==> config.mk <==
export PLATFORM = sky130hd
export DESIGN_NAME = bshifter_pipe
export DESIGN_NICKNAME = d
export VERILOG_FILES = /design/src/rtl/bshifter_pkg.sv /design/src/rtl/bshifter_stage.sv /design/src/rtl/bshifter_pipe.sv
export SDC_FILE = /design/constraint.sdc
export NUM_CORES = 1
export LEC_CHECK = 0
export ABC_AREA = 0
export BUFFER_PORTS_ARGS = -buffer_cell sky130_fd_sc_hd__buf_4
export CAP_MARGIN = 20
export CORE_MARGIN = 3
export CORE_UTILIZATION = 60
export DETAILED_ROUTE_END_ITERATION = 16
export PLACE_DENSITY = 0.82
export SKIP_LAST_GASP = 1
export SLEW_MARGIN = 25
export SYNTH_ARGS = -nofsm -noshare
export SYNTH_HDL_FRONTEND = slang
export SYNTH_HIERARCHICAL = 1
export SYNTH_SLANG_ARGS = --single-unit
==> constraint.sdc <==
create_clock -name clk -period 1.9 [get_ports clk]
set_input_delay 0.38 -clock clk [delete_from_list [all_inputs] [get_ports clk]]
set_output_delay 0.38 -clock clk [all_outputs]
set_load 0.02 [all_outputs]
==> src/rtl/bshifter_pkg.sv <==
// Shared definitions for the pipelined barrel shifter: operation mode encodings
// and a small helper used by every stage.
package bshifter_pkg;

  typedef enum logic [1:0] {
    ROT = 2'b00,
    LSH = 2'b01,
    ASH = 2'b10,
    RSV = 2'b11
  } mode_e;

  // The reserved encoding behaves exactly like rotate.
  function automatic logic is_rotate(input mode_e m);
    return (m == ROT) || (m == RSV);
  endfunction

endpackage

==> src/rtl/bshifter_stage.sv <==
// One registered barrel-shifter stage: conditionally shifts/rotates by STEP
// and carries the operation's control fields forward alongside the data.
module bshifter_stage
  import bshifter_pkg::*;
#(
  parameter int WIDTH = 8,
  parameter int STEP  = 1,
  parameter int AMT_W = 3
) (
  input  logic             clk,
  input  logic             rst,
  input  logic             en,
  input  logic             in_valid,
  input  logic [WIDTH-1:0] in_data,
  input  logic [AMT_W-1:0] in_amt,
  input  logic             in_lr,
  input  mode_e            in_mode,
  input  logic             in_msb,
  output logic             out_valid,
  output logic [WIDTH-1:0] out_data,
  output logic [AMT_W-1:0] out_amt,
  output logic             out_lr,
  output mode_e            out_mode,
  output logic             out_msb
);

  localparam int BIT = $clog2(STEP);

  logic             fill;
  logic [WIDTH-1:0] shifted;

  logic             valid_d, valid_q;
  logic [WIDTH-1:0] data_d,  data_q;
  logic [AMT_W-1:0] amt_d,   amt_q;
  logic             lr_d,    lr_q;
  mode_e            mode_d,  mode_q;
  logic             msb_d,   msb_q;

  // Arithmetic right fill comes from the operand's original MSB, not the
  // current data, so partial shifts in earlier stages cannot corrupt it.
  always_comb begin
    fill    = (in_mode == ASH) ? in_msb : 1'b0;
    shifted = in_data;
    if (in_amt[BIT]) begin
      if (in_lr) begin
        if (is_rotate(in_mode)) shifted = {in_data[WIDTH-STEP-1:0], in_data[WIDTH-1:WIDTH-STEP]};
        else                    shifted = {in_data[WIDTH-STEP-1:0], {STEP{1'b0}}};
      end else begin
        if (is_rotate(in_mode)) shifted = {in_data[STEP-1:0], in_data[WIDTH-1:STEP]};
        else                    shifted = {{STEP{fill}}, in_data[WIDTH-1:STEP]};
      end
    end
  end

  always_comb begin
    valid_d = valid_q;
    data_d  = data_q;
    amt_d   = amt_q;
    lr_d    = lr_q;
    mode_d  = mode_q;
    msb_d   = msb_q;
    if (en) begin
      valid_d = in_valid;
      data_d  = shifted;
      amt_d   = in_amt;
      lr_d    = in_lr;
      mode_d  = in_mode;
      msb_d   = in_msb;
    end
  end

  always_ff @(posedge clk or posedge rst) begin
    if (rst) begin
      valid_q <= 1'b0;
      data_q  <= '0;
      amt_q   <= '0;
      lr_q    <= 1'b0;
      mode_q  <= ROT;
      msb_q   <= 1'b0;
    end else begin
      valid_q <= valid_d;
      data_q  <= data_d;
      amt_q   <= amt_d;
      lr_q    <= lr_d;
      mode_q  <= mode_d;
      msb_q   <= msb_d;
    end
  end

  assign out_valid = valid_q;
  assign out_data  = data_q;
  assign out_amt   = amt_q;
  assign out_lr    = lr_q;
  assign out_mode  = mode_q;
  assign out_msb   = msb_q;

endmodule

==> src/rtl/bshifter_pipe.sv <==
// Pipelined barrel shifter: log2(WIDTH) registered stages, stage i moves data
// by 2^i. Valid/ready: a transfer happens on a rising edge where both are 1.
module bshifter_pipe
  import bshifter_pkg::*;
#(
  parameter  int WIDTH   = 8,
  localparam int SHAMT_W = $clog2(WIDTH)
) (
  input  logic               clk,
  input  logic               rst,
  input  logic               in_valid,
  output logic               in_ready,
  input  logic [WIDTH-1:0]   in_data,
  input  logic [SHAMT_W-1:0] in_amt,
  input  logic               in_lr,
  input  logic [1:0]         in_mode,
  output logic               out_valid,
  input  logic               out_ready,
  output logic [WIDTH-1:0]   out_data
);

  logic               vld  [SHAMT_W+1];
  logic [WIDTH-1:0]   dat  [SHAMT_W+1];
  logic [SHAMT_W-1:0] amt  [SHAMT_W+1];
  logic               lr   [SHAMT_W+1];
  mode_e              mode [SHAMT_W+1];
  logic               msb  [SHAMT_W+1];

  // Global stall: the whole pipe freezes while a result waits downstream;
  // bubbles are not squeezed out.
  assign in_ready = !(out_valid && !out_ready);

  assign vld[0]  = in_valid;
  assign dat[0]  = in_data;
  assign amt[0]  = in_amt;
  assign lr[0]   = in_lr;
  assign mode[0] = mode_e'(in_mode);
  assign msb[0]  = in_data[WIDTH-1];

  for (genvar i = 0; i < SHAMT_W; i++) begin : g_stage
    bshifter_stage #(
      .WIDTH (WIDTH),
      .STEP  (1 << i),
      .AMT_W (SHAMT_W)
    ) u_stage (
      .clk       (clk),
      .rst       (rst),
      .en        (in_ready),
      .in_valid  (vld[i]),
      .in_data   (dat[i]),
      .in_amt    (amt[i]),
      .in_lr     (lr[i]),
      .in_mode   (mode[i]),
      .in_msb    (msb[i]),
      .out_valid (vld[i+1]),
      .out_data  (dat[i+1]),
      .out_amt   (amt[i+1]),
      .out_lr    (lr[i+1]),
      .out_mode  (mode[i+1]),
      .out_msb   (msb[i+1])
    );
  end

  assign out_valid = vld[SHAMT_W];
  assign out_data  = dat[SHAMT_W];

  // Control fields leaving the last stage have no consumer.
  logic unused_tail;
  assign unused_tail = ^{amt[SHAMT_W], lr[SHAMT_W], mode[SHAMT_W], msb[SHAMT_W]};

endmodule
==> summary.md <==
| Metric | Value |
|---|---|
| Initial Utilization | `between 60 and 70%` |
| Reg clk slew, reported paths | `0.11 ns` |
| Initial antenna violation count | `0` |
| Vias per inst | `about 5.6` |
| Clock Latency Late Sink | `0.35 ns` |
| Grt ovf | `0` |
| Synth warn | `6` |
| Worst hold slack | `around 0.26 ns` |
| Worst slew pin tran | `about 0.57 ns` |
| Worst r2r src | `g_stage[0].u_stage/out_mode[0]` |
| Slew headroom | `between 60% and 70%` |
| Setup TNS | `0 ns` |
| Final Hold Fails | `0` |
| Max stage delay cell, worst path | `dfrtp_1` |
| Area grow syn2layout | `14.39%` |
| Leak pwr | `between 0.001 and 0.0015 uW` |
| Peak VDD IR | `slightly above 0.0006 V` |
| Status | `finished, final reports clean` |
| CP max stage delay | `a little over 0.4 ns` |
| DRC Markers | `0` |
| Routed Antenna Nets | `0` |
| First-pass GRT wire length | `approximately 6.5 mm` |
| Dpl cells | `approximately 240` |
| Max Fclk | `between 600 and 700 MHz` |
| Core Area | `around 3100 sq um` |
| Final wirelength | `3.599 mm` |
| Post-Synthesis Net Count | `between 150 and 200` |
| Crit path time final | `about 1.6 ns` |
| CTS resizes | `0` |
| Root buf cell | `clkbuf_4` |
| Gr usage total | `approximately a fifth` |
| Die H | `63.85 um` |
| Worst r2r dst | `g_stage[1].u_stage/out_data[6]` |
| Netlist area before placement | `2008 sq um` |
| Syn Area/Cell | `about 11 sq um` |
| Final nets | `about 220` |
| ANT cells | `0` |
| CP top delay family | `flip-flops` |
| CP Launch Type | `flop` |
| Layout cell share with drive strength beyond 1 | `between 30% and 40%` |
| IO Pins | `28` |
| Final core occ | `73.44%` |
| Reg2Reg Setup Slack | `approximately 0.42 ns` |
| Crit. path cell count | `2` |
| Vias in the first global route | `approximately 1400` |
| CTS tree | `done` |
| DR vias | `1383` |
| Max Cap Viol | `0` |
| FP Rows | `20` |
| Hpwl dp | `~2.8 mm` |
| Crit path to | `in_ready` |
| WP buf/inv | `1` |
| Cell Pwr Density | `between 1000 and 1500 nW/um^2` |
| Arr. time, crit path | `around 1.2 ns` |
| CTS sink count | `38` |
| CTS Buf Count | `5` |
| CP required | `approximately 1.5 ns` |
| Final setup violation count | `0` |
| CP Max Fanout | `17` |
| Final Max Tran Viols | `0` |
| H-tree levels | `2` |
| Final GP Congestion | `between 0.8 and 0.9` |
| Final period utilization | `85.20%` |
| RSZ-0062 raised after global routing | `false` |
| Clock Skew | `0.01036 ns` |
| Die width | `63.85 um` |
| Worst setup startpoint | `g_stage[2].u_stage/out_valid` |
| TritonRoute pass-1 iters | `4` |
| IO Port Bufs | `27` |
| Worst Hold Class | `in2reg` |
| Die Area | `4077 sq um` |
| Cells after Synth | `approximately 180` |
| Worst R2R Path Depth | `5` |
| Crit path kind | `reg2out` |
| Starting DRC count in detailed routing | `73` |
| Final std cells w/o fill | `between 200 and 250` |
| # Post-CTS Setup Buffers | `0` |
| Largest net degree at the start of global routing | `19` |
| Clk buf depth | `2` |
| Cells along the critical path | `nand2b_2 > buf_4` |
| WL/cell | `~15 um` |
| CP Capture Type | `output port` |
| Post-layout power | `roughly 3400 uW` |
## layout make-up
class	instances	area, sq um
inverters	9	33.78
multi-input cells	116	918.4
flip-flops and latches	38	950.9
fillers	232	830.8
clock inverters	2	60.06
well taps	44	55.05
clock buffers	6	51.30
repair buffers	30	227.7
## repair_timing
action                                  CTS  global route
hold buffers                              1             0
endpoints found under the setup margin    0             0
endpoints found under the hold margin     9             0
## per-layer routing
metal  GRT usage (%)  up-vias  part of all wire, %
met4           8.356        0                  1.1
met5               0        -                    0
met3           4.745        5                  5.7
met1           23.36      655                   42
li1                -      678                    -
met2           36.00       45                   51
## how the worst min path moves through the flow
stage	startpoint	endpoint	slack [ns]	depth (start not counted)
floorplan	rst	g_stage[2].u_stage/out_data[0]	0.21	1
global placement	rst	g_stage[2].u_stage/out_valid	0.37	2
detailed placement	rst	g_stage[2].u_stage/out_valid	0.37	2
CTS	in_valid	g_stage[0].u_stage/out_valid	0.25	2
global route	in_valid	g_stage[0].u_stage/out_valid	0.24	2
finish	in_valid	g_stage[0].u_stage/out_valid	0.26	2
## cells in the final DEF, fill, tap and decap left out, drive strengths merged, types with 4 or more instances in the layout
master and n:
a21oi 15, nand2b 7, mux2 27, clkbuf 6
a221o 4, inv 9, o21ai 4, o22ai 4
a31oi 7, and2b 4, nor2 17, mux2i 10
dfrtp 38, buf 29
## registers in the layout, indices dropped and copies added, names as in the netlist
signal / count
g_stage.u_stage/out_mode: 4
g_stage.u_stage/out_amt: 3
g_stage.u_stage/out_msb: 2
g_stage.u_stage/out_lr: 2
g_stage.u_stage/out_data: 24
g_stage.u_stage/out_valid: 3
## through the flow
step                      cell area [sq um]  worst slack (ns)
after floorplan                        2008            0.3450
after global placement                 2176            0.3852
after detailed placement               2176            0.3369
after CTS                              2297            0.2679
after global routing                   2297            0.1905
final                                  2297            0.2811
## power breakdown
| part | internal (uW) | switching [uW] | leakage [uW] |
|---|---|---|---|
| logic | 684 | 624 | 0.000564 |
| registers | 1130 | 292 | 0.000438 |
| clock network | 446 | 264 | 0.0000585 |
| total | 2260 | 1180 | 0.00106 |
## worst register-to-register path, cell delays in order (launching register included)
cell and delay (ns):
dfrtp_1 0.38, inv_1 0.05, ha_1 0.37, and3b_1 0.30, o221ai_1 0.13, a31oi_1 0.20
Note: power is estimated with default switching activity, not from simulation.
